==> config.mk <==
export PLATFORM = sky130hd
export DESIGN_NAME = vote_collector
export DESIGN_NICKNAME = d
export VERILOG_FILES = /design/src/rtl/vote_collector.sv
export SDC_FILE = /design/constraint.sdc
export NUM_CORES = 1
export LEC_CHECK = 0
export BUFFER_PORTS_ARGS = -buffer_cell sky130_fd_sc_hd__buf_2
export CAP_MARGIN = 10
export CORE_UTILIZATION = 59
export DETAILED_ROUTE_END_ITERATION = 6
export PLACE_DENSITY = 0.78
export SYNTH_ARGS = -nofsm -noshare
export SYNTH_HDL_FRONTEND = slang
export SYNTH_SLANG_ARGS = --single-unit
export TNS_END_PERCENT = 5
==> constraint.sdc <==
create_clock -name clk -period 4.3 [get_ports clk]
set_clock_uncertainty 0.05 [all_clocks]
set_input_delay 0.215 -clock clk [delete_from_list [all_inputs] [get_ports clk]]
set_output_delay 0.215 -clock clk [all_outputs]
set_load 0.03 [all_outputs]
==> src/rtl/vote_collector.sv <==
// vote_collector: debounced five-voter session front end; define VOTE_RETRACT_EN for toggle votes without auto-close
module vote_collector #(
    parameter int DEBOUNCE_CYCLES = 4
) (
    input  logic       clk,
    input  logic       rst,
    input  logic       start,
    input  logic       close,
    input  logic [4:0] btn,
    output logic       c1,
    output logic       c2,
    output logic       c3,
    output logic       c4,
    output logic       c5,
    output logic       session_open,
    output logic       done
);
    typedef enum logic [1:0] {IDLE, OPEN, CLOSED} state_t;
    localparam logic [7:0] LIM = 8'(DEBOUNCE_CYCLES);
    state_t state, state_n;
    logic [4:0] s1, s2, deb, deb_q, press, votes, votes_n;
    logic [7:0] cnt [5];
    always_ff @(posedge clk) begin
        if (rst) begin
            s1 <= '0;
            s2 <= '0;
            deb_q <= '0;
            for (int i = 0; i < 5; i++) cnt[i] <= '0;
        end else begin
            s1 <= btn;
            s2 <= s1;
            deb_q <= deb;
            for (int i = 0; i < 5; i++)
                cnt[i] <= !s2[i] ? '0 : (cnt[i] == LIM ? LIM : cnt[i] + 8'd1);
        end
    end
    for (genvar g = 0; g < 5; g++) begin : g_deb
        assign deb[g] = cnt[g] >= LIM;
    end
    // only a fresh rising edge votes, so a button held into OPEN is ignored
    assign press = deb & ~deb_q;
    always_comb begin
        state_n = state;
        votes_n = votes;
        case (state)
            IDLE, CLOSED: begin
                if (start) begin
                    state_n = OPEN;
                    votes_n = '0;
                end
            end
            OPEN: begin
`ifdef VOTE_RETRACT_EN
                votes_n = votes ^ press;
                if (close) state_n = CLOSED;
`else
                votes_n = votes | press;
                if (close || &votes_n) state_n = CLOSED;
`endif
            end
            default: state_n = IDLE;
        endcase
    end
    always_ff @(posedge clk) begin
        if (rst) begin
            state <= IDLE;
            votes <= '0;
            session_open <= 1'b0;
            done <= 1'b0;
        end else begin
            state <= state_n;
            votes <= votes_n;
            session_open <= state_n == OPEN;
            done <= state == OPEN && state_n == CLOSED;
        end
    end
    assign {c5, c4, c3, c2, c1} = votes;
endmodule

=== Word level (Yosys, flattened, before mapping) ===
Memory sizes are Yosys's and may differ from the RTL's.
Cells that the tools add are included.

* Input bits: 9
* Memories: 1
* Memory bits (writable): 40
* Register bits after elaboration: 24
* Output and inout bits: 7

{| class="wikitable"
|+ Memory list
! name !! depth !! width !! read ports !! clocked after Yosys merged registers in !! wr ports !! line !! source
|-
| cnt || 5 || 8 || 5 || 0 || 5 || 22 || <nowiki>logic [7:0] cnt [5];</nowiki>
|}

* Multiplexer cells: 23
* Bitwise operators: 8
* Order comparisons: 5
* Add/subtract/negate cells: 5
* Reductions and logical operators: 7
* Equal/unequal tests: 10

{| class="wikitable"
|+ Operators with widths
! operator !! number
|-
| 8-bit two-way mux || 15
|-
| 8-bit by 1-bit adder with 8-bit output, second input constant || 5
|-
| 8-bit by 3-bit == test with 1-bit output, second input constant || 5
|-
| 8-bit by 3-bit >= comparator with 1-bit output, second input constant || 5
|-
| 5-bit one-hot mux with 2 select lines || 1
|-
| 5-bit bitwise AND || 1
|-
| 5-bit two-way mux || 1
|-
| 5-bit inverter || 1
|-
| 1-bit OR || 5
|-
| 5-bit OR || 1
|-
| 5-bit AND reduction || 1
|-
| 2-bit by 1-bit == test with 1-bit output, second input constant || 2
|-
| 2-bit == test, second input constant || 2
|-
| 2-bit two-way mux || 2
|-
| 2-bit one-hot mux with 2 select lines || 1
|-
| 1-bit two-way mux || 3
|-
| 2-bit zero test || 1
|-
| 2-bit inequality test, second input constant || 1
|-
| 2-bit AND reduction || 1
|-
| 2-bit nonzero test || 1
|-
| 2-bit OR reduction || 1
|-
| 1-bit logical AND || 1
|-
| 1-bit logical OR || 1
|}

=== Longest topological paths before layout ===
* Depth in word-level cells: 9
* Gate-level depth with buffers: 5
* Depth with buffers taken out: 5

=== Least setup slack after synthesis ===
No wires, ideal clock.

* Kind: flip-flop to flip-flop
* From: register votes[0]
* To: register done
* Cell stages (with the launch flop): 6
* Clock period less this slack: 1.761 ns
* Setup slack: 2.539 ns
* Data arrival time: 1.638 ns
* Cells stage by stage: dfxtp_1 nor2b_1 a2111oi_1 o211ai_2 o31ai_2 nor3b_2

* Longest elaborated chain between the ends: 7

{| class="wikitable"
|+ RTL lines
! item !! line !! source
|-
| start, declared || 21 || <nowiki>logic [4:0] s1, s2, deb, deb_q, press, votes, votes_n;</nowiki>
|-
| start signal, assigned || 72 || <nowiki>votes <= votes_n;</nowiki>
|-
| 5-bit OR || 57 || <nowiki>votes_n = votes | press;</nowiki>
|-
| 5-bit AND reduction || 58 || <nowiki>if (close || &votes_n) state_n = CLOSED;</nowiki>
|-
| 1-bit logical OR || 58 ||
|-
| 2-bit two-way mux || 58 ||
|-
| 2-bit one-hot mux with 2 select lines || 45 || <nowiki>case (state)</nowiki>
|-
| 2-bit == test || 74 || <nowiki>done <= state == OPEN && state_n == CLOSED;</nowiki>
|-
| 1-bit logical AND || 74 ||
|-
| end signal, assigned || 69 || <nowiki>done <= 1'b0;</nowiki>
|-
| end signal, assigned || 74 ||
|-
| end, declared || 16 || <nowiki>output logic done</nowiki>
|}

No other way between the ends.
A chain may end at the register's enable or synchronous reset.

==> impl_metrics.json <==
{
  "outcome": "completed",
  "drv_cap": 0,
  "dr_total_vias": 1936,
  "synth.yosys.seq_area_share": 0.490,
  "antenna_left": 0,
  "detailedPlacementHpwl_mm": 2.93,
  "tightest_slew_ns": 0.514,
  "global_route_wire_length_before_repair_mm": 7.26,
  "final.setup.worst_slack_ns": 2.50,
  "detailed_place.area_um2": 2730,
  "synth_area_leader_cell": "dfxtp_1",
  "sinks_on_the_clock_net": 64,
  "critical_path_required_ns": 4.45,
  "ys_top_cells_by_count": "dfxtp_1 (64), nor2_1 (52), nand3_1 (25), xor2_1 (25), inv_1 (18)",
  "setup_viol_count_final": 0,
  "number_of_i_o_port_buffers": 15,
  "drc": 0,
  "path_clk_slew_ns": 0.06,
  "vdd_drop_max_v": 0.000276,
  "area_delta_synth_final_pct": 12.2,
  "cts_repair_resize_count": 0,
  "floorplan.die.width_um": 68.6,
  "rsz_0062_raised_after_global_routing": "false",
  "synthesis.nets": 305,
  "startpoint_of_the_most_critical_hold_path": "btn[3]",
  "postSynth.asyncResetShare": 0,
  "htree_levels": 3,
  "finalHoldViolations": 0,
  "placementRows": 23,
  "critPathArrivalTime_ns": 1.94,
  "final_area_um2": 2930,
  "grt_overflow_total": 0,
  "max_clock_freq_mhz": 556,
  "routedWlPerCell_um": 11.9,
  "avgSynthCellArea_um2": 9.14,
  "clock_tree_from_tritoncts": "built",
  "antenna_found_initial": 0,
  "timing.max_slew.rel_slack": 0.657,
  "drt_first_pass_iters": 4,
  "critPathLaunch": "cnt[0][27]$_SDFF_PP0_",
  "worst_skew_pair.late_latency_ns": 0.33,
  "cts_made_buffers": 9,
  "top_level_ports": 16,
  "power.density_cell_area_nw_per_um2": 398,
  "timing.hold.worst.class": "in2reg",
  "design.final.nets": 326,
  "synthMostInstantiatedCell": "dfxtp_1",
  "ys_dominant_reg_cell": "dfxtp_1",
  "grt_use_total": 0.213,
  "post_cts.repair.setup_buffers": 0,
  "power.leakage_nw": 1.14,
  "first_global_vias": 1761,
  "synth_top_cell_area_share": 0.490,
  "crit_path_max_fanout": 4,
  "floorplan.core_area_um2": 4120,
  "worstSetupStartpointType": "flip-flop",
  "yosys_warnings": 0,
  "final-max-slew-violation-count": 0,
  "worst_flop_to_flop_path_startpoint": "cnt[0][27]$_SDFF_PP0_",
  "post_cts_hold_buffer_count": 0,
  "number_of_synthesized_flops_with_an_enable_pin": 0,
  "drive_gt1_frac": 0.129,
  "clk_path_buf_depth": 2,
  "final_period_minus_worst_setup_slack_ns": 1.80,
  "initial_utilization": 0.635,
  "drt_wl_total_mm": 4.30,
  "vias_per_cell": 5.36,
  "synthDistinctLibCells": 33,
  "min_period_over_period": 0.418,
  "fin_setup_tns_ns": 0,
  "synth-seq-cells": 64,
  "place_congestion": 0.799,
  "gate_count_of_the_mapped_netlist": 286,
  "synth.cell_area_um2": 2610,
  "pre_cts_slack_ns": 2.52,
  "cts-root-buf": "clkbuf_8",
  "kind_of_critical_path": "reg2reg",
  "post_synth_main_area_contributors": "dfxtp_1 (49%), xor2_1 (8.4%), nor2_1 (7.5%)",
  "grt_start_max_net_pins": 30,
  "crit_end_element": "flip-flop",
  "detailedRoute.firstIterationViolations": 126,
  "die_area_um2": 4700,
  "insertedDiodeCount": 0,
  "die_height_um": 68.6
}
[registers in the layout (all words and copies together), names as in the netlist]
signal        cells
cnt              40
deb_q             5
s1                5
s2                5
votes             5
state             2
done              1
session_open      1
[cell usage in the layout (no fill, tap or decap), drive strengths merged, types with 2 or more instances in the layout]
master  instances
a21oi          10
a31o            4
and3           10
buf            15
bufinv          2
clkbuf         11
clkinv          2
dfxtp          64
ha             10
inv            18
nand2           7
nand2b          8
nand3          25
nor2           52
nor2b          14
nor3           13
nor4            3
or3             3
or4             4
xor2           25
[metal layers]
metal / track usage / vias to the layer above / routed length, um
met5: 0 / - / 0
met4: 0.120 / 0 / 76
met3: 0.0526 / 8 / 169
met2: 0.355 / 40 / 1960
met1: 0.247 / 887 / 2100
li1: - / 1001 / -
[power by group]
part / total (mW) / switching (mW) / internal [mW]
sequential: 0.606 / 0.00471 / 0.601
clock: 0.532 / 0.211 / 0.322
combinational: 0.0296 / 0.0176 / 0.0120
total: 1.17 / 0.233 / 0.934
[critical path, cell delays in order, from the launching register on]
cell     delay (ns)
dfxtp_1        0.33
or3_1          0.39
nor4_1         0.37
a221o_1        0.26
o31ai_2        0.09
nor3b_2        0.17
[final timing paths]
check	to	slack, ns	cells after the start
max	done$_SDFF_PP0_	2.50	5
min	s1[3]$_SDFF_PP0_	0.04	2
min reg2reg	s2[1]$_SDFF_PP0_	0.37	1
max reg2reg	done$_SDFF_PP0_	2.50	5
[kinds of logic (layout without fill, tap and decap cells)]
kind of cell | count (synthesis) | in the layout | synth area share
DFF | 64 | 64 | 0.490
and+or+nand+nor | 141 | 141 | 0.274
AOI/OAI and AO/OA | 23 | 23 | 0.0708
adders and majority gates | 10 | 10 | 0.0479
buffers and inverters | 23 | 48 | 0.0335
xor gates and xnor gates | 25 | 25 | 0.0838
[stage by stage]
step,power [mW],hold WS (ns),utilization,cells
final,1.17,0.0439,0.713,361
after global routing,1.21,0.0482,0.713,361
after CTS,1.18,0.0368,0.713,361
after detailed placement,0.649,0.374,0.664,346
after global placement,0.648,0.366,0.664,346
after floorplan,0.639,0.293,-,286
[cell type report]
class,count,area [um^2]
Clock buffer,11,131
Clock inverter,4,70.1
Fill cell,313,1180
Inverter,18,67.6
Multi-Input combinational cell,199,1240
Sequential cell,64,1280
Tap cell,50,62.6
Timing Repair Buffer,15,75.1
Power figures use the tool's default switching activity.
